`config.mk`:
```
export PLATFORM = sky130hd
export DESIGN_NAME = fop_seq
export DESIGN_NICKNAME = d
export VERILOG_FILES = /design/src/rtl/fop_pkg.sv /design/src/rtl/fop_seq_timer.sv /design/src/rtl/fop_seq.sv
export SDC_FILE = /design/constraint.sdc
export NUM_CORES = 1
export LEC_CHECK = 0
export CAP_MARGIN = 5
export CORE_MARGIN = 10
export CORE_UTILIZATION = 49
export DETAILED_ROUTE_END_ITERATION = 7
export HOLD_SLACK_MARGIN = 0.05
export MAX_ROUTING_LAYER = met4
export PLACE_DENSITY = 0.86
export REMOVE_ABC_BUFFERS = 1
export SLEW_MARGIN = 20
export SYNTH_ARGS = -nofsm -noshare
export SYNTH_HDL_FRONTEND = slang
export SYNTH_SLANG_ARGS = --single-unit
```
`constraint.sdc`:
```
create_clock -name clk -period 2.3 [get_ports clk]
set_clock_uncertainty 0.15 [all_clocks]
set_input_delay 0.345 -clock clk [delete_from_list [all_inputs] [get_ports clk]]
set_output_delay 0.345 -clock clk [all_outputs]
set_load 0.01 [all_outputs]
```
`src/rtl/fop_pkg.sv`:
```
// Shared types and defaults for the fop phase sequencer.
// PAUSE is only reachable when FOP_SEQ_STEP_EN is defined.
package fop_pkg;

  localparam int CNT_W_DEF     = 16;
  localparam int FETCH_TMO_DEF = 8;

  typedef enum logic [2:0] {
    ST_IDLE      = 3'd0,
    ST_FETCH     = 3'd1,
    ST_OPERATE   = 3'd2,
    ST_WRITEBACK = 3'd3,
    ST_HALT      = 3'd4,
    ST_PAUSE     = 3'd5
  } fop_state_e;

endpackage

```
`src/rtl/fop_seq_timer.sv`:
```
// FETCH watchdog: counts consecutive FETCH cycles, flags expiry
// on the TMO-th cycle so the FSM leaves FETCH after exactly TMO.
module fop_seq_timer #(
  parameter int TMO = 8
) (
  input  logic clk,
  input  logic reset,
  input  logic clr,
  input  logic en,
  output logic expired
);

  localparam int W = $clog2(TMO + 1);
  localparam logic [W-1:0] LAST = W'(TMO - 1);

  logic [W-1:0] cnt_q, cnt_d;

  always_comb begin
    cnt_d = cnt_q;
    if (clr) begin
      cnt_d = '0;
    end else if (en && cnt_q != LAST) begin
      cnt_d = cnt_q + 1'b1;
    end
  end

  assign expired = en && !clr && (cnt_q == LAST);

  always_ff @(posedge clk or negedge reset) begin
    if (!reset) cnt_q <= '0;
    else        cnt_q <= cnt_d;
  end

endmodule

```
`src/rtl/fop_seq.sv`:
```
// fop phase sequencer: IDLE/FETCH/OPERATE/WRITEBACK/HALT.
// Define FOP_SEQ_STEP_EN for single-step debug (PAUSE state).
module fop_seq
  import fop_pkg::*;
#(
  parameter int CNT_W     = CNT_W_DEF,
  parameter int FETCH_TMO = FETCH_TMO_DEF
) (
  input  logic             clk,
  input  logic             reset,
  input  logic             start,
  input  logic             halt_req,
  input  logic             instr_valid,
  input  logic             instr_halt,
  input  logic             op_busy,
`ifdef FOP_SEQ_STEP_EN
  input  logic             step_mode,
  input  logic             step,
`endif
  output logic             fetch_en,
  output logic             op_en,
  output logic             wb_en,
  output logic             pc_inc,
  output logic             busy,
  output logic             done,
  output logic             err,
  output logic [CNT_W-1:0] instr_count,
  output logic [2:0]       state
);

  localparam logic [CNT_W-1:0] CNT_MAX = {CNT_W{1'b1}};

  fop_state_e       state_q, state_d;
  logic             halt_q, halt_d;
  logic             err_q, err_d;
  logic [CNT_W-1:0] cnt_q, cnt_d;
  logic             tmo_exp;

  fop_seq_timer #(
    .TMO (FETCH_TMO)
  ) u_timer (
    .clk     (clk),
    .reset   (reset),
    .clr     (state_q != ST_FETCH),
    .en      (state_q == ST_FETCH),
    .expired (tmo_exp)
  );

  always_comb begin
    state_d = state_q;
    halt_d  = halt_q;
    err_d   = err_q;
    cnt_d   = cnt_q;
    unique case (state_q)
      ST_IDLE, ST_HALT: begin
        if (start) begin
          state_d = ST_FETCH;
          halt_d  = 1'b0;
          err_d   = 1'b0;
          cnt_d   = '0;
        end
      end
      ST_FETCH: begin
        halt_d = halt_q | halt_req;
        // a valid instruction beats a timeout in the same cycle
        if (instr_valid) begin
          if (instr_halt) begin
            state_d = ST_HALT;
            halt_d  = 1'b0;
          end else begin
            state_d = ST_OPERATE;
          end
        end else if (tmo_exp) begin
          state_d = ST_HALT;
          halt_d  = 1'b0;
          err_d   = 1'b1;
        end
      end
      ST_OPERATE: begin
        halt_d = halt_q | halt_req;
        if (!op_busy) state_d = ST_WRITEBACK;
      end
      ST_WRITEBACK: begin
        if (cnt_q != CNT_MAX) cnt_d = cnt_q + 1'b1;
        if (halt_q || halt_req) begin
          state_d = ST_HALT;
          halt_d  = 1'b0;
        end else begin
`ifdef FOP_SEQ_STEP_EN
          state_d = step_mode ? ST_PAUSE : ST_FETCH;
`else
          state_d = ST_FETCH;
`endif
        end
      end
`ifdef FOP_SEQ_STEP_EN
      ST_PAUSE: begin
        if (halt_req) begin
          state_d = ST_HALT;
          halt_d  = 1'b0;
        end else if (step) begin
          state_d = ST_FETCH;
        end
      end
`endif
      default: begin
        state_d = ST_IDLE;
        halt_d  = 1'b0;
      end
    endcase
  end

  always_ff @(posedge clk or negedge reset) begin
    if (!reset) begin
      state_q <= ST_IDLE;
      halt_q  <= 1'b0;
      err_q   <= 1'b0;
      cnt_q   <= '0;
    end else begin
      state_q <= state_d;
      halt_q  <= halt_d;
      err_q   <= err_d;
      cnt_q   <= cnt_d;
    end
  end

  assign fetch_en    = (state_q == ST_FETCH);
  assign op_en       = (state_q == ST_OPERATE);
  assign wb_en       = (state_q == ST_WRITEBACK);
  assign pc_inc      = (state_q == ST_WRITEBACK);
  assign done        = (state_q == ST_HALT);
  assign busy        = (state_q != ST_IDLE) && (state_q != ST_HALT);
  assign err         = err_q;
  assign instr_count = cnt_q;
  assign state       = state_q;

endmodule

```
==> impl_metrics.prom, run 1 <==
# TYPE chip_impl_metric gauge
chip_impl_metric{name="synth-seq-area-share",unit="%"} 45.21
chip_impl_metric{name="power_switching_share",unit="%"} 39.30
chip_impl_metric{name="cts_sink_cnt",unit=""} 25
chip_impl_info{name="tritoncts_clock_tree",value="yes"} 1
chip_impl_info{name="synth.top_cells.by_area",value="sky130_fd_sc_hd__dfrtp_1 (45%), sky130_fd_sc_hd__nand2_1 (5.2%), sky130_fd_sc_hd__mux2i_1 (4.3%)"} 1
chip_impl_metric{name="worstPathArrival",unit="ns"} 1.71
chip_impl_metric{name="seq_power_share",unit="%"} 39.9
chip_impl_metric{name="maxCapViolCount",unit=""} 0
chip_impl_metric{name="worstRegToRegCells",unit=""} 7
chip_impl_metric{name="cp_num_buf_inv",unit=""} 2
chip_impl_metric{name="cp_max_fo",unit=""} 4
chip_impl_metric{name="timing_worst_slew_pin_value",unit="ns"} 0.4268
chip_impl_info{name="run_status",value="finished clean"} 1
chip_impl_metric{name="floorplan.die.width",unit="microns"} 73.14
chip_impl_metric{name="p_sw",unit="mW"} 0.6555
chip_impl_metric{name="grt_pass1_vias",unit=""} 1302
chip_impl_metric{name="synth_enable_flop_cells",unit=""} 0
chip_impl_metric{name="groute.usage.overall",unit="%"} 13.90
chip_impl_metric{name="detailedRoute.firstIterationViolations",unit=""} 84
chip_impl_metric{name="initial_core_utilization",unit="%"} 50.62
chip_impl_metric{name="post-dp-hpwl",unit="microns"} 2624
chip_impl_metric{name="clock_latency",unit="ns"} 0.32
chip_impl_metric{name="power.static_leakage",unit="nW"} 0.8284
chip_impl_metric{name="ratio_of_cells_with_drive_above_1_in_the_final_layout",unit="%"} 10.53
chip_impl_metric{name="first_pass_grt_wire_length",unit="microns"} 6003
chip_impl_metric{name="antenna_found_initial",unit=""} 0
chip_impl_metric{name="post_drt_wl_per_cell",unit="microns"} 15.93
chip_impl_metric{name="slew_headroom",unit="%"} 71.33
chip_impl_metric{name="seq_area",unit="sq um"} 626.9
chip_impl_metric{name="number_of_logic_stages_on_the_critical_path_including_buffering",unit=""} 4
chip_impl_metric{name="internal_power",unit="mW"} 1.012
chip_impl_info{name="timing.critical_path.max_delay_family",value="buffers and inverters"} 1
chip_impl_metric{name="grt_start_max_net_pins",unit=""} 26
chip_impl_metric{name="cts.clk_slew.worst_paths",unit="ns"} 0.13
chip_impl_info{name="cp_cell_sequence",value="nor2b_4, nand2b_1, inv_1, clkdlybuf4s50_1"} 1
chip_impl_info{name="timing_worst_setup_path_type",value="register to primary output"} 1
chip_impl_metric{name="area_growth",unit="%"} 31.46
chip_impl_metric{name="num_vias",unit=""} 1325
chip_impl_metric{name="setup-tns-final",unit="ns"} 0
chip_impl_metric{name="fin_ws",unit="ns"} 0.09453
chip_impl_metric{name="cts_made_buffers",unit=""} 3
chip_impl_metric{name="floorplan.io_pins",unit=""} 33
chip_impl_metric{name="vias_per_cell",unit=""} 5.995
chip_impl_metric{name="fin_area",unit="sq um"} 1819
chip_impl_info{name="crit_path_top_delay_cell",value="sky130_fd_sc_hd__clkdlybuf4s50_1"} 1
chip_impl_metric{name="cts.htree.levels",unit=""} 1
chip_impl_metric{name="place.detailed.instances",unit=""} 215
chip_impl_metric{name="final_antenna_net_count",unit=""} 0
chip_impl_metric{name="antenna-diode-count",unit=""} 0
chip_impl_info{name="endpoint_kind",value="primary output"} 1
chip_impl_metric{name="netlist.area_leader.share",unit="%"} 45.21
chip_impl_metric{name="distinct_cells_synth",unit=""} 39
chip_impl_metric{name="gate_count_after_technology_mapping",unit=""} 152
chip_impl_info{name="rsz0062_at_grt",value="no"} 1
chip_impl_metric{name="layout_worst_path_cycle_share",unit="%"} 95.89
chip_impl_metric{name="p_per_area",unit="nW/um^2"} 916.8
chip_impl_metric{name="ys_seq_elements",unit=""} 25
chip_impl_metric{name="slew_viol_final",unit=""} 0
chip_impl_metric{name="finalWirelength",unit="microns"} 3521
chip_impl_metric{name="layoutNonFillerInstCount",unit=""} 221
chip_impl_metric{name="overflow",unit=""} 0
chip_impl_metric{name="synth-warning-count",unit=""} 0
chip_impl_metric{name="multiInputGateArea",unit="sq um"} 714.4
chip_impl_metric{name="p_clk_share",unit="%"} 11.9
chip_impl_metric{name="vertical_die_dimension",unit="microns"} 73.14
chip_impl_metric{name="placement.cell_area",unit="sq um"} 1753
chip_impl_metric{name="worst_path_largest_cell_delay",unit="ns"} 0.57
chip_impl_metric{name="place.gp.congestion",unit=""} 0.9107
chip_impl_metric{name="row_count",unit=""} 19
chip_impl_metric{name="fp.coreArea",unit="sq um"} 2734
chip_impl_metric{name="drt-pass1-iter-count",unit=""} 4
chip_impl_info{name="cell_taking_the_most_area_after_synthesis",value="sky130_fd_sc_hd__dfrtp_1"} 1
chip_impl_metric{name="final-setup-viol-count",unit=""} 0
chip_impl_metric{name="final_nets",unit=""} 200
chip_impl_info{name="holdCritPathClass",value="input port to asynchronous set/reset pin"} 1
chip_impl_metric{name="post-place-ws",unit="ns"} 0.01182
chip_impl_metric{name="timing.hold.ws",unit="ns"} 0.2209
chip_impl_info{name="critical_path.startpoint_type",value="register"} 1
chip_impl_metric{name="final.fill_count",unit=""} 221
chip_impl_metric{name="power",unit="mW"} 1.668
chip_impl_metric{name="buffer_ports.inserted",unit=""} 32
chip_impl_metric{name="irDropWorstVdd",unit="mV"} 0.7209
chip_impl_metric{name="share_of_total_power_in_combinational_logic",unit="%"} 48.3
chip_impl_metric{name="period_minus_slack",unit="ns"} 2.205
chip_impl_metric{name="max_freq",unit="MHz"} 453.4
chip_impl_metric{name="cts_max_path_buffers",unit=""} 2
chip_impl_metric{name="netlist_area",unit="sq um"} 1384
chip_impl_info{name="ctsRootBufferMaster",value="sky130_fd_sc_hd__clkbuf_4"} 1
chip_impl_metric{name="final-hold-violation-count",unit=""} 0
chip_impl_info{name="synthFlopType",value="sky130_fd_sc_hd__dfrtp_1"} 1
chip_impl_metric{name="cp.required",unit="ns"} 1.80
chip_impl_metric{name="syn_area_per_cell",unit="sq um"} 9.104
chip_impl_metric{name="drc",unit=""} 0
chip_impl_metric{name="final_core_utilization",unit="%"} 66.54
chip_impl_metric{name="die_area",unit="sq um"} 5349
chip_impl_metric{name="synth-async-reset-ratio",unit="%"} 100.0
-- logic make-up (layout without fill, tap and decap cells) --
group,after synthesis,count (layout),share of synthesized area [%]
and+or+nand+nor,61,61,22.97
AOI/OAI and AO/OA,42,42,19.17
DFF,25,25,45.21
buffers and inverters,13,51,4.430
muxes,7,7,5.154
adders and majority gates,2,2,1.808
xor gates and xnor gates,2,2,1.266
-- cell type report --
type | count | share of cell area (%)
multi-input cells | 114 | 39.27
well taps | 31 | 2.132
repair buffers | 40 | 21.25
clock buffers | 4 | 1.444
flip-flops and latches | 25 | 34.46
inverters | 7 | 1.444
-- placed cells by master, fill, tap and decap left out, types with 3 or more instances in the layout --
cell,netlist,routed
sky130_fd_sc_hd__clkdlybuf4s50_1,0,28
sky130_fd_sc_hd__dfrtp_1,25,24
sky130_fd_sc_hd__nand2_1,19,18
sky130_fd_sc_hd__nor2_1,10,10
sky130_fd_sc_hd__nand3_1,10,10
sky130_fd_sc_hd__a21oi_1,10,10
sky130_fd_sc_hd__o21ai_0,11,10
sky130_fd_sc_hd__buf_4,1,8
sky130_fd_sc_hd__a31oi_1,7,7
sky130_fd_sc_hd__inv_1,7,6
sky130_fd_sc_hd__mux2i_1,6,6
sky130_fd_sc_hd__nand4_1,4,4
sky130_fd_sc_hd__nand2b_1,3,3
sky130_fd_sc_hd__a41oi_1,3,3
sky130_fd_sc_hd__clkbuf_4,0,3
sky130_fd_sc_hd__dlymetal6s2s_1,0,3
-- layer usage --
layer  vias to the layer above  wire length (microns)  global-route usage, %
met5                         -                      0                      -
met4                         0                     30                  4.430
met3                         7                    225                  3.265
met2                        46                   1724                  21.59
met1                       639                   1541                  17.30
li1                        633                      -                      -
-- power groups by stage --
stage,Sequential [mW],Combinational [mW],Clock (mW)
2_1_floorplan,0.679,0.364,0
3_3_place_gp,0.665,0.735,0
3_5_place_dp,0.675,0.758,0
4_1_cts,0.661,0.801,0.199
5_1_grt,0.687,0.887,0.220
6_report,0.665,0.805,0.198
-- synthesized netlist by cell type (all sizes together) (4+ instances only) --
master,instances
a21oi,11
mux2i,6
nor2,10
dfrtp,25
inv,7
o21ai,11
a31oi,7
nand3,10
nand2,19
nand4,4
-- worst register-to-register path, delay by kind of cell, from the launching register on --
kind | cells | cell delay (ns)
buf+inv | 2 | 0.31
fa+ha+maj | 1 | 0.26
compound gates | 3 | 0.44
simple gates | 1 | 0.40
flops | 1 | 0.48
-- path summary, 6_finish.rpt --
kind | slack (ns) | to | from
worst max-delay path | 0.09 | fetch_en | state[2]
worst min-delay path | 0.22 | instr_count[7] | reset
worst max register to register | 0.15 | instr_count[14] | instr_count[0]
worst min register to register | 0.37 | instr_count[9] | instr_count[9]
max in group asynchronous | 1.52 | state[2] | reset
min in group clk | 0.37 | instr_count[9] | instr_count[9]
-- state kept, by name (all words and copies together), names as in the netlist --
signal / count
instr_count: 16
err: 1
state: 3
halt_q: 1
u_timer.cnt_q: 4
-- what timing repair did --
action / CTS / global route
hold buffers: 0 / 0
setup buffers: 2 / 0
resized for setup: 4 / 7
endpoints found under the setup margin: 3 / 7
Note: power is estimated with default switching activity, not from simulation.
==> inputs of run 2 (changes only) <==
--- a/config.mk
+++ b/config.mk
@@ -6,6 +6,7 @@
 export NUM_CORES = 1
 export LEC_CHECK = 0
 export CAP_MARGIN = 5
+export CORE_ASPECT_RATIO = 0.8
 export CORE_MARGIN = 10
 export CORE_UTILIZATION = 49
 export DETAILED_ROUTE_END_ITERATION = 7
==> run 2 against run 1 <==
  * Combinational power up 8.1%
  * First-iteration DRC count up 20%
  * Wire length rose by 7.7%
  * Worst hold slack worse by 0.036 ns
  * Maximum frequency down 2.4%
  * Sequential share of layout area fell by 0.70 points
  * Power up 4.9%
  * Non-clock buffer count rose by 4
  * Critical endpoint is now busy
==> impl_metrics.prom, run 2 (same netlist as run 1, synthesis figures left out) <==
# TYPE chip_impl_metric gauge
chip_impl_info{name="run_status",value="finished clean"} 1
chip_impl_metric{name="seq_power_share",unit="%"} 37.9
chip_impl_metric{name="worstPathArrival",unit="ns"} 1.77
chip_impl_metric{name="row_count",unit=""} 17
chip_impl_metric{name="internal_power",unit="mW"} 1.040
chip_impl_info{name="final_common_cell",value="sky130_fd_sc_hd__clkdlybuf4s50_1"} 1
chip_impl_metric{name="place.detailed.instances",unit=""} 223
chip_impl_metric{name="buffer_ports.inserted",unit=""} 32
chip_impl_metric{name="worst_path_largest_cell_delay",unit="ns"} 0.51
chip_impl_metric{name="period_minus_slack",unit="ns"} 2.260
chip_impl_metric{name="cp_max_fo",unit=""} 4
chip_impl_info{name="endpoint_kind",value="primary output"} 1
chip_impl_metric{name="grt_start_max_net_pins",unit=""} 26
chip_impl_metric{name="irDropWorstVdd",unit="mV"} 0.4891
chip_impl_metric{name="worstRegToRegCells",unit=""} 7
chip_impl_metric{name="groute.usage.overall",unit="%"} 14.88
chip_impl_info{name="layout.cells.most_common_list",value="sky130_fd_sc_hd__clkdlybuf4s50_1 (27), sky130_fd_sc_hd__dfrtp_1 (23), sky130_fd_sc_hd__nand2_1 (19)"} 1
chip_impl_info{name="timing.critical_path.from",value="state[0]"} 1
chip_impl_metric{name="cts_max_path_buffers",unit=""} 2
chip_impl_metric{name="route.met2.wl",unit="microns"} 1974
chip_impl_metric{name="share_of_total_power_in_combinational_logic",unit="%"} 49.7
chip_impl_metric{name="initial_core_utilization",unit="%"} 50.83
chip_impl_metric{name="post-dp-hpwl",unit="microns"} 2744
chip_impl_metric{name="timing_worst_slew_pin_value",unit="ns"} 0.4007
chip_impl_info{name="timing_worst_setup_path_type",value="register to primary output"} 1
chip_impl_metric{name="vertical_die_dimension",unit="microns"} 67.53
chip_impl_info{name="ctsRootBufferMaster",value="sky130_fd_sc_hd__clkbuf_4"} 1
chip_impl_metric{name="power_switching_share",unit="%"} 40.59
chip_impl_metric{name="final_nets",unit=""} 204
chip_impl_metric{name="cts_sink_cnt",unit=""} 25
chip_impl_info{name="cp_cell_sequence",value="buf_4, or2_2, clkdlybuf4s50_1"} 1
chip_impl_info{name="crit_path_top_delay_cell",value="sky130_fd_sc_hd__clkdlybuf4s50_1"} 1
chip_impl_metric{name="placement.cell_area",unit="sq um"} 1769
chip_impl_metric{name="antenna_found_initial",unit=""} 0
chip_impl_metric{name="final_antenna_net_count",unit=""} 0
chip_impl_metric{name="max_freq",unit="MHz"} 442.4
chip_impl_metric{name="cp.required",unit="ns"} 1.80
chip_impl_info{name="timing.critical_path.max_delay_family",value="buffers and inverters"} 1
chip_impl_metric{name="overflow",unit=""} 0
chip_impl_metric{name="cts_made_buffers",unit=""} 3
chip_impl_metric{name="grt_pass1_vias",unit=""} 1233
chip_impl_metric{name="place.gp.congestion",unit=""} 0.8441
chip_impl_metric{name="post_drt_wl_per_cell",unit="microns"} 16.34
chip_impl_metric{name="wl_met3",unit="microns"} 217
chip_impl_metric{name="vias_per_cell",unit=""} 5.634
chip_impl_metric{name="layout_worst_path_cycle_share",unit="%"} 98.28
chip_impl_metric{name="layoutNonFillerInstCount",unit=""} 232
chip_impl_metric{name="drt-pass1-iter-count",unit=""} 4
chip_impl_metric{name="p_sw",unit="mW"} 0.7104
chip_impl_metric{name="fp.coreArea",unit="sq um"} 2723
chip_impl_metric{name="num_vias",unit=""} 1307
chip_impl_metric{name="drc",unit=""} 0
chip_impl_info{name="routed.top_layer",value="met4"} 1
chip_impl_metric{name="final-hold-violation-count",unit=""} 0
chip_impl_metric{name="antenna-diode-count",unit=""} 0
chip_impl_metric{name="largest_register_ff_count",unit=""} 16
chip_impl_metric{name="maxCapViolCount",unit=""} 0
chip_impl_metric{name="slew_headroom",unit="%"} 73.29
chip_impl_metric{name="die_area",unit="sq um"} 5363
chip_impl_metric{name="fin_area",unit="sq um"} 1861
chip_impl_info{name="rsz0062_at_grt",value="no"} 1
chip_impl_info{name="holdCritPathClass",value="input port to asynchronous set/reset pin"} 1
chip_impl_metric{name="detailedRoute.firstIterationViolations",unit=""} 101
chip_impl_metric{name="power.static_leakage",unit="nW"} 0.8704
chip_impl_metric{name="p_clk_share",unit="%"} 12.4
chip_impl_metric{name="cp_num_buf_inv",unit=""} 2
chip_impl_metric{name="area_growth",unit="%"} 34.45
chip_impl_metric{name="finalWirelength",unit="microns"} 3792
chip_impl_metric{name="setup-tns-final",unit="ns"} 0
chip_impl_info{name="rr_startpoint",value="state[1]"} 1
chip_impl_metric{name="p_per_area",unit="nW/um^2"} 940.6
chip_impl_metric{name="cts.htree.levels",unit=""} 1
chip_impl_metric{name="drt-met1-wl",unit="microns"} 1567
chip_impl_metric{name="slew_viol_final",unit=""} 0
chip_impl_metric{name="floorplan.io_pins",unit=""} 33
chip_impl_metric{name="first_pass_grt_wire_length",unit="microns"} 6244
chip_impl_metric{name="clock_latency",unit="ns"} 0.34
chip_impl_metric{name="rrSetupSlack",unit="ns"} 0.14
chip_impl_metric{name="floorplan.die.width",unit="microns"} 79.42
chip_impl_info{name="critical_path.startpoint_type",value="register"} 1
chip_impl_metric{name="ratio_of_cells_with_drive_above_1_in_the_final_layout",unit="%"} 12.89
chip_impl_metric{name="cts.clk_slew.worst_paths",unit="ns"} 0.15
chip_impl_metric{name="final_core_utilization",unit="%"} 68.34
chip_impl_info{name="tritoncts_clock_tree",value="yes"} 1
chip_impl_metric{name="final-setup-viol-count",unit=""} 0
chip_impl_metric{name="cts.hold.buffers_added",unit=""} 0
chip_impl_info{name="rr_endpoint",value="instr_count[14]"} 1
chip_impl_metric{name="timing.hold.ws",unit="ns"} 0.1852
## run 2: cell types whose count changed in the layout (fill, tap and decap cells not counted), sizes merged
cell,delta
clkdlybuf4s50,-1
dlymetal6s2s,+2
clkbuf,-1
buf,+4
clkinvlp,+1
dlygate4sd2,-1
## run 2: power by group through the flow
stage | Combinational (mW) | Clock [mW] | Sequential [mW]
after CTS | 0.851 | 0.216 | 0.658
after floorplan | 0.364 | 0 | 0.679
after global placement | 0.744 | 0 | 0.663
after detailed placement | 0.783 | 0 | 0.674
final | 0.870 | 0.217 | 0.663
after global routing | 0.940 | 0.233 | 0.683
## run 2: worst register-to-register path, delay by kind of cell, from the launching register on
kind | cells | cell delay, ns
and+or+nand+nor | 2 | 0.61
buffers and inverters | 2 | 0.28
AOI/OAI and AO/OA | 3 | 0.58
DFF | 1 | 0.43
## run 2: worst max-delay path by stage
stage,endpoint,depth (start not counted)
final,busy,3
after global routing,busy,3
after CTS,op_en,4
after detailed placement,instr_count[14],6
after global placement,instr_count[13],6
after floorplan,instr_count[3],6
## run 2: metrics by stage
| stage | setup WS, ns | power [mW] |
|---|---|---|
| floorplan | 0.3069 | 1.043 |
| global placement | 0.1057 | 1.407 |
| detailed placement | 0.05179 | 1.457 |
| CTS | 0.006092 | 1.726 |
| global route | 0.005732 | 1.856 |
| finish | 0.03954 | 1.750 |
## run 2: repair_timing
action,4_1_cts,5_1_grt
buffers inserted,4,1
endpoints found under the setup margin,4,6
resized for setup,3,8
hold endpoints to repair,0,0
## run 2: routing by layer
| metal | track usage, % | up-vias |
|---|---|---|
| li1 | - | 641 |
| met1 | 17.72 | 627 |
| met2 | 25.10 | 35 |
| met3 | 3.448 | 4 |
| met4 | 3.571 | 0 |
| met5 | - | - |
## run 2: cell type report
class	instances	area, sq um
sequential	25	628.1
multi-input combinational	114	705.7
inverter	7	26.28
fill	216	862.1
clock buffer	3	22.52
clock inverter	1	7.507
timing repair buffer	44	422.9
tap	38	47.55
==> inputs of run 3 (changes only) <==
--- a/config.mk
+++ b/config.mk
@@ -7,10 +7,8 @@
 export LEC_CHECK = 0
 export CAP_MARGIN = 5
 export CORE_ASPECT_RATIO = 0.8
-export CORE_MARGIN = 10
 export CORE_UTILIZATION = 49
 export DETAILED_ROUTE_END_ITERATION = 7
-export HOLD_SLACK_MARGIN = 0.05
 export MAX_ROUTING_LAYER = met4
 export PLACE_DENSITY = 0.86
 export REMOVE_ABC_BUFFERS = 1
==> run 3 against run 2 <==
  * Utilization up 3.0 points
  * Combinational power down 4.7%
  * Clock power down 6%
  * Critical endpoint is now fetch_en
  * Largest cell class unchanged
  * Highest routed layer unchanged
==> impl_metrics.prom, run 3 (same netlist as run 1, synthesis figures left out) <==
# TYPE chip_impl_metric gauge
chip_impl_metric{name="final-hold-violation-count",unit=""} 0
chip_impl_metric{name="post_drt_wl_per_cell",unit="microns"} 14.47
chip_impl_metric{name="internal_power",unit="mW"} 1.019
chip_impl_metric{name="fp.coreArea",unit="sq um"} 2562
chip_impl_metric{name="max_freq",unit="MHz"} 453.3
chip_impl_metric{name="cts.clk_slew.worst_paths",unit="ns"} 0.15
chip_impl_metric{name="vertical_die_dimension",unit="microns"} 49.53
chip_impl_info{name="run_status",value="finished clean"} 1
chip_impl_metric{name="share_of_total_power_in_combinational_logic",unit="%"} 49.2
chip_impl_metric{name="final-setup-viol-count",unit=""} 0
chip_impl_info{name="layout.cells.most_common_list",value="sky130_fd_sc_hd__clkdlybuf4s50_1 (30), sky130_fd_sc_hd__dfrtp_1 (25), sky130_fd_sc_hd__nand2_1 (18)"} 1
chip_impl_metric{name="post-dp-hpwl",unit="microns"} 2353
chip_impl_metric{name="first_pass_grt_wire_length",unit="microns"} 5582
chip_impl_metric{name="p_per_area",unit="nW/um^2"} 922.1
chip_impl_metric{name="final_antenna_net_count",unit=""} 0
chip_impl_metric{name="layout_worst_path_cycle_share",unit="%"} 95.92
chip_impl_metric{name="final_nets",unit=""} 201
chip_impl_metric{name="detailedRoute.firstIterationViolations",unit=""} 34
chip_impl_metric{name="seq_power_share",unit="%"} 38.7
chip_impl_metric{name="initial_core_utilization",unit="%"} 54.00
chip_impl_metric{name="overflow",unit=""} 0
chip_impl_metric{name="power.static_leakage",unit="nW"} 0.8060
chip_impl_info{name="tritoncts_clock_tree",value="yes"} 1
chip_impl_metric{name="slew_headroom",unit="%"} 52.08
chip_impl_metric{name="num_vias",unit=""} 1325
chip_impl_metric{name="floorplan.die.width",unit="microns"} 61.42
chip_impl_metric{name="timing.hold.ws",unit="ns"} 0.1970
chip_impl_metric{name="clock_latency",unit="ns"} 0.33
chip_impl_metric{name="maxCapViolCount",unit=""} 0
chip_impl_metric{name="cts_made_buffers",unit=""} 3
chip_impl_metric{name="die_area",unit="sq um"} 3042
chip_impl_metric{name="drt-pass1-iter-count",unit=""} 4
chip_impl_metric{name="layoutNonFillerInstCount",unit=""} 227
chip_impl_metric{name="drc",unit=""} 0
chip_impl_metric{name="slew_viol_final",unit=""} 0
chip_impl_metric{name="grt_pass1_vias",unit=""} 1320
chip_impl_metric{name="irDropWorstVdd",unit="mV"} 0.5032
chip_impl_metric{name="antenna_found_initial",unit=""} 0
chip_impl_metric{name="antenna-diode-count",unit=""} 0
chip_impl_metric{name="cp.required",unit="ns"} 1.80
chip_impl_metric{name="floorplan.io_pins",unit=""} 33
chip_impl_metric{name="cts_max_path_buffers",unit=""} 2
chip_impl_metric{name="worstPathArrival",unit="ns"} 1.71
chip_impl_metric{name="cp_max_fo",unit=""} 4
chip_impl_info{name="holdCritPathClass",value="input port to asynchronous set/reset pin"} 1
chip_impl_metric{name="grt_start_max_net_pins",unit=""} 26
chip_impl_info{name="final_common_cell",value="sky130_fd_sc_hd__clkdlybuf4s50_1"} 1
chip_impl_metric{name="multiInputGateArea",unit="sq um"} 711.9
chip_impl_metric{name="cts_sink_cnt",unit=""} 25
chip_impl_metric{name="timing_worst_slew_pin_value",unit="ns"} 0.7189
chip_impl_metric{name="finalWirelength",unit="microns"} 3285
chip_impl_metric{name="place.detailed.instances",unit=""} 221
chip_impl_metric{name="final.fill_count",unit=""} 202
chip_impl_metric{name="period_minus_slack",unit="ns"} 2.206
chip_impl_metric{name="cts.hold.buffers_added",unit=""} 0
chip_impl_info{name="rsz0062_at_grt",value="no"} 1
chip_impl_metric{name="setup-tns-final",unit="ns"} 0
chip_impl_metric{name="ratio_of_cells_with_drive_above_1_in_the_final_layout",unit="%"} 10.99
chip_impl_metric{name="cts.htree.levels",unit=""} 1
chip_impl_info{name="critical_path.startpoint_type",value="register"} 1
chip_impl_info{name="endpoint_kind",value="primary output"} 1
chip_impl_metric{name="buffer_ports.inserted",unit=""} 32
chip_impl_info{name="ctsRootBufferMaster",value="sky130_fd_sc_hd__clkbuf_4"} 1
chip_impl_metric{name="largest_register_ff_count",unit=""} 16
chip_impl_metric{name="p_clk_share",unit="%"} 12.1
chip_impl_metric{name="row_count",unit=""} 16
chip_impl_metric{name="power_switching_share",unit="%"} 39.58
chip_impl_metric{name="seq_area",unit="sq um"} 625.6
chip_impl_metric{name="place.gp.congestion",unit=""} 0.8720
chip_impl_metric{name="vias_per_cell",unit=""} 5.837
chip_impl_metric{name="p_sw",unit="mW"} 0.6671
chip_impl_metric{name="area_growth",unit="%"} 32.10
chip_impl_info{name="timing_worst_setup_path_type",value="register to primary output"} 1
chip_impl_metric{name="groute.usage.overall",unit="%"} 25.07
==> run 3: power by group through the flow <==
stage	Clock (mW)	Sequential, mW	Combinational (mW)
floorplan	0	0.679	0.364
global placement	0	0.651	0.745
detailed placement	0	0.661	0.771
CTS	0.211	0.645	0.800
global route	0.224	0.668	0.903
finish	0.205	0.652	0.829
==> run 3: critical path: stages, from the launching register on <==
cell                              delay (ns)
sky130_fd_sc_hd__dfrtp_1                0.44
sky130_fd_sc_hd__nor2b_4                0.18
sky130_fd_sc_hd__nand2b_1               0.10
sky130_fd_sc_hd__inv_1                  0.12
sky130_fd_sc_hd__clkdlybuf4s50_1        0.55
==> run 3: path summary, 6_finish.rpt <==
check                                      from               end  slack, ns  cells after the start
worst max register to register  instr_count[12]    instr_count[3]       0.19                      5
worst min-delay path                      reset  u_timer.cnt_q[0]       0.20                      2
min in group clk                instr_count[14]   instr_count[14]       0.37                      1
worst min register to register  instr_count[14]   instr_count[14]       0.37                      1
max in group asynchronous                 reset    instr_count[6]       1.54                      2
worst max-delay path                   state[2]          fetch_en       0.09                      4
==> run 3: stage by stage <==
step,power (mW),util [%],area [sq um],setup slack [ns]
after global routing,1.796,71.34,1828,0.02248
after global placement,1.395,68.95,1767,0.08175
after floorplan,1.043,-,1349,0.3069
after CTS,1.656,70.56,1808,0.04959
after detailed placement,1.432,68.95,1767,0.04952
final,1.686,71.34,1828,0.09384
==> run 3: cell type report <==
class | count | area share [%]
Clock inverter | 1 | 0.4107
Timing Repair Buffer | 41 | 21.29
Inverter | 7 | 1.437
Multi-Input combinational cell | 114 | 38.95
Clock buffer | 3 | 1.232
Tap cell | 36 | 2.464
Sequential cell | 25 | 34.22
==> run 3: repair_timing <==
action,in CTS,in global routing
endpoints found under the setup margin,2,3
buffers inserted,1,1
endpoints found under the hold margin,0,0
gates resized for setup,4,3
==> run 3: routing by layer <==
metal  GRT usage, %  vias to the layer above  part of all wire (%)
met2          40.94                       47                    50
met4          8.519                        0                   1.2
met3          4.987                        6                   5.5
met1          30.78                      636                    43
met5              -                        -                     0
li1               -                      636                     -
==> patch (settings of run 3) <==
Build with the macro `FOP_SEQ_STEP_EN` defined.
--- a/src/rtl/fop_seq.sv
+++ b/src/rtl/fop_seq.sv
@@ -1,5 +1,7 @@
 // fop phase sequencer: IDLE/FETCH/OPERATE/WRITEBACK/HALT.
 // Define FOP_SEQ_STEP_EN for single-step debug (PAUSE state).
+`define FOP_SEQ_STEP_EN
+
 module fop_seq
   import fop_pkg::*;
 #(
Ports: changed (added step and step_mode); port bits go from 33 to 35. No check against the original RTL was run, so the function may have changed too.
==> patch against run 3 <==
Synthesized area is 11% higher. First-iteration DRC count grew to 4.8 times the old value. Final area is 9.4% higher. Hold slack better by 0.080 ns. Synthesized cell count is 8.6% higher. Largest cell class unchanged. Via count is 13% higher. Largest power group unchanged. Worst setup slack worse by 0.016 ns. Critical path depth stayed put. Power is 5.9% lower. Non-clock buffer count is 1 higher. Sequential power is 8.1% lower. Sequential cell count stayed put. Clock power is 30% higher. Routed wire length is 26% higher.
==> patch: results <==
export IMPL_nets=217
export IMPL_root_buffer="clkbuf_8"
export IMPL_routed_via_count=1492
export IMPL_min_path_type="primary input to async pin"
export IMPL_status="complete, no violations"
export IMPL_place_congestion=0.9224
export IMPL_antenna_found_initial=0
export IMPL_largest_reg_flops=16
export IMPL_ir_worst_vdd_mv=0.5070
export IMPL_leakage_nw=0.8484
export IMPL_path_clk_slew_ns=0.09
export IMPL_dr_pass1_iters=5
export IMPL_critical_path_top_delay_family="buffers and inverters"
export IMPL_synth_area_leaders="dfrtp_1, mux2i_1, nor2_1"
export IMPL_htreeDepth=1
export IMPL_drt_iter0_drc=163
export IMPL_rr_startpoint="instr_count[0]"
export IMPL_worstRegToRegCells=5
export IMPL_synth_common_cells="dfrtp_1, nor2_1, nand2_1, o21ai_0"
export IMPL_antenna_cells=0
export IMPL_r2r_end="instr_count[3]"
export IMPL_clk_latency_ns=0.27
export IMPL_max_stage_delay_ns=0.53
export IMPL_p_seq_mw=0.599
export IMPL_synth_cell_type_count=52
export IMPL_track_usage=0.2686
export IMPL_endpoint="done"
export IMPL_pg_clk_mw=0.266
export IMPL_worst_pin_slew_ns=0.4384
export IMPL_slew_violations=0
export IMPL_grt_pass1_wl_um=6513
export IMPL_drtAntennaViolNets=0
export IMPL_r2r_slack_ns=0.28
export IMPL_cts_path_max_buffers=2
export IMPL_synth_flop_cell="dfrtp_1"
export IMPL_crit_path_start="state[1]"
export IMPL_grt_pass1_vias=1342
export IMPL_worstPathMaxFanout=8
export IMPL_num_fill_cells=229
export IMPL_ys_warn_count=0
export IMPL_grt_max_degree=26
export IMPL_arrival_ns=1.73
export IMPL_numCtsBuffers=3
export IMPL_port_buffers=34
export IMPL_wl_per_cell_um=17.07
export IMPL_drive_above_1_share=0.1366
export IMPL_ys_seq_area_frac=0.4088
export IMPL_worst_path_max_delay_cell="clkdlybuf4s50_1"
export IMPL_dp_hpwl_um=2999
export IMPL_synthArstFlopShare=1.000
export IMPL_swShare=0.3804
export IMPL_combinationalPower_mw=0.720
-- patch: metrics by stage --
stage / setup slack (ns) / hold WS, ns / area, um2 / std cells
6_report: 0.07807 / 0.2767 / 2001 / 243
3_3_place_gp: 0.3094 / 0.3669 / 1894 / 233
4_1_cts: 0.01696 / 0.2855 / 1946 / 237
3_5_place_dp: 0.2341 / 0.3817 / 1894 / 233
2_1_floorplan: 0.5486 / -0.1006 / 1491 / 159
5_1_grt: 0.0002632 / 0.3149 / 2001 / 243
-- patch: cells by family after synthesis --
| kind of cell | Yosys count | synth area share |
|---|---|---|
| flip-flops | 25 | 0.4088 |
| multiplexers | 7 | 0.04579 |
| AND/OR/NAND/NOR | 73 | 0.2788 |
| AO/OA/AOI/OAI | 44 | 0.2020 |
| adder cells (fa/ha/maj) | 2 | 0.01635 |
| buffers and inverters | 13 | 0.04251 |
| XOR/XNOR | 1 | 0.005725 |
-- patch: metal layers --
layer / up-vias / track usage / share of wire
met5: - / - / 0
met2: 54 / 0.4211 / 0.48
met3: 10 / 0.05263 / 0.047
li1: 701 / - / -
met4: 0 / 0.05556 / 0.019
met1: 727 / 0.3643 / 0.46
-- patch: cell type report --
class | instances | area (um2) | area share
inverter | 7 | 30.03 | 0.01501
multi-input combinational | 127 | 844.6 | 0.4221
clock buffer | 3 | 41.29 | 0.02064
tap | 38 | 47.55 | 0.02376
clock inverter | 1 | 7.507 | 0.003752
sequential | 25 | 629.4 | 0.3146
timing repair buffer | 42 | 400.4 | 0.2001
-- patch: timing repair --
action | in CTS | in global routing
gates cloned | 0 | 0
pin swaps | 0 | 0
setup endpoints to repair | 4 | 4
resized for setup | 2 | 4
buffers inserted | 0 | 6
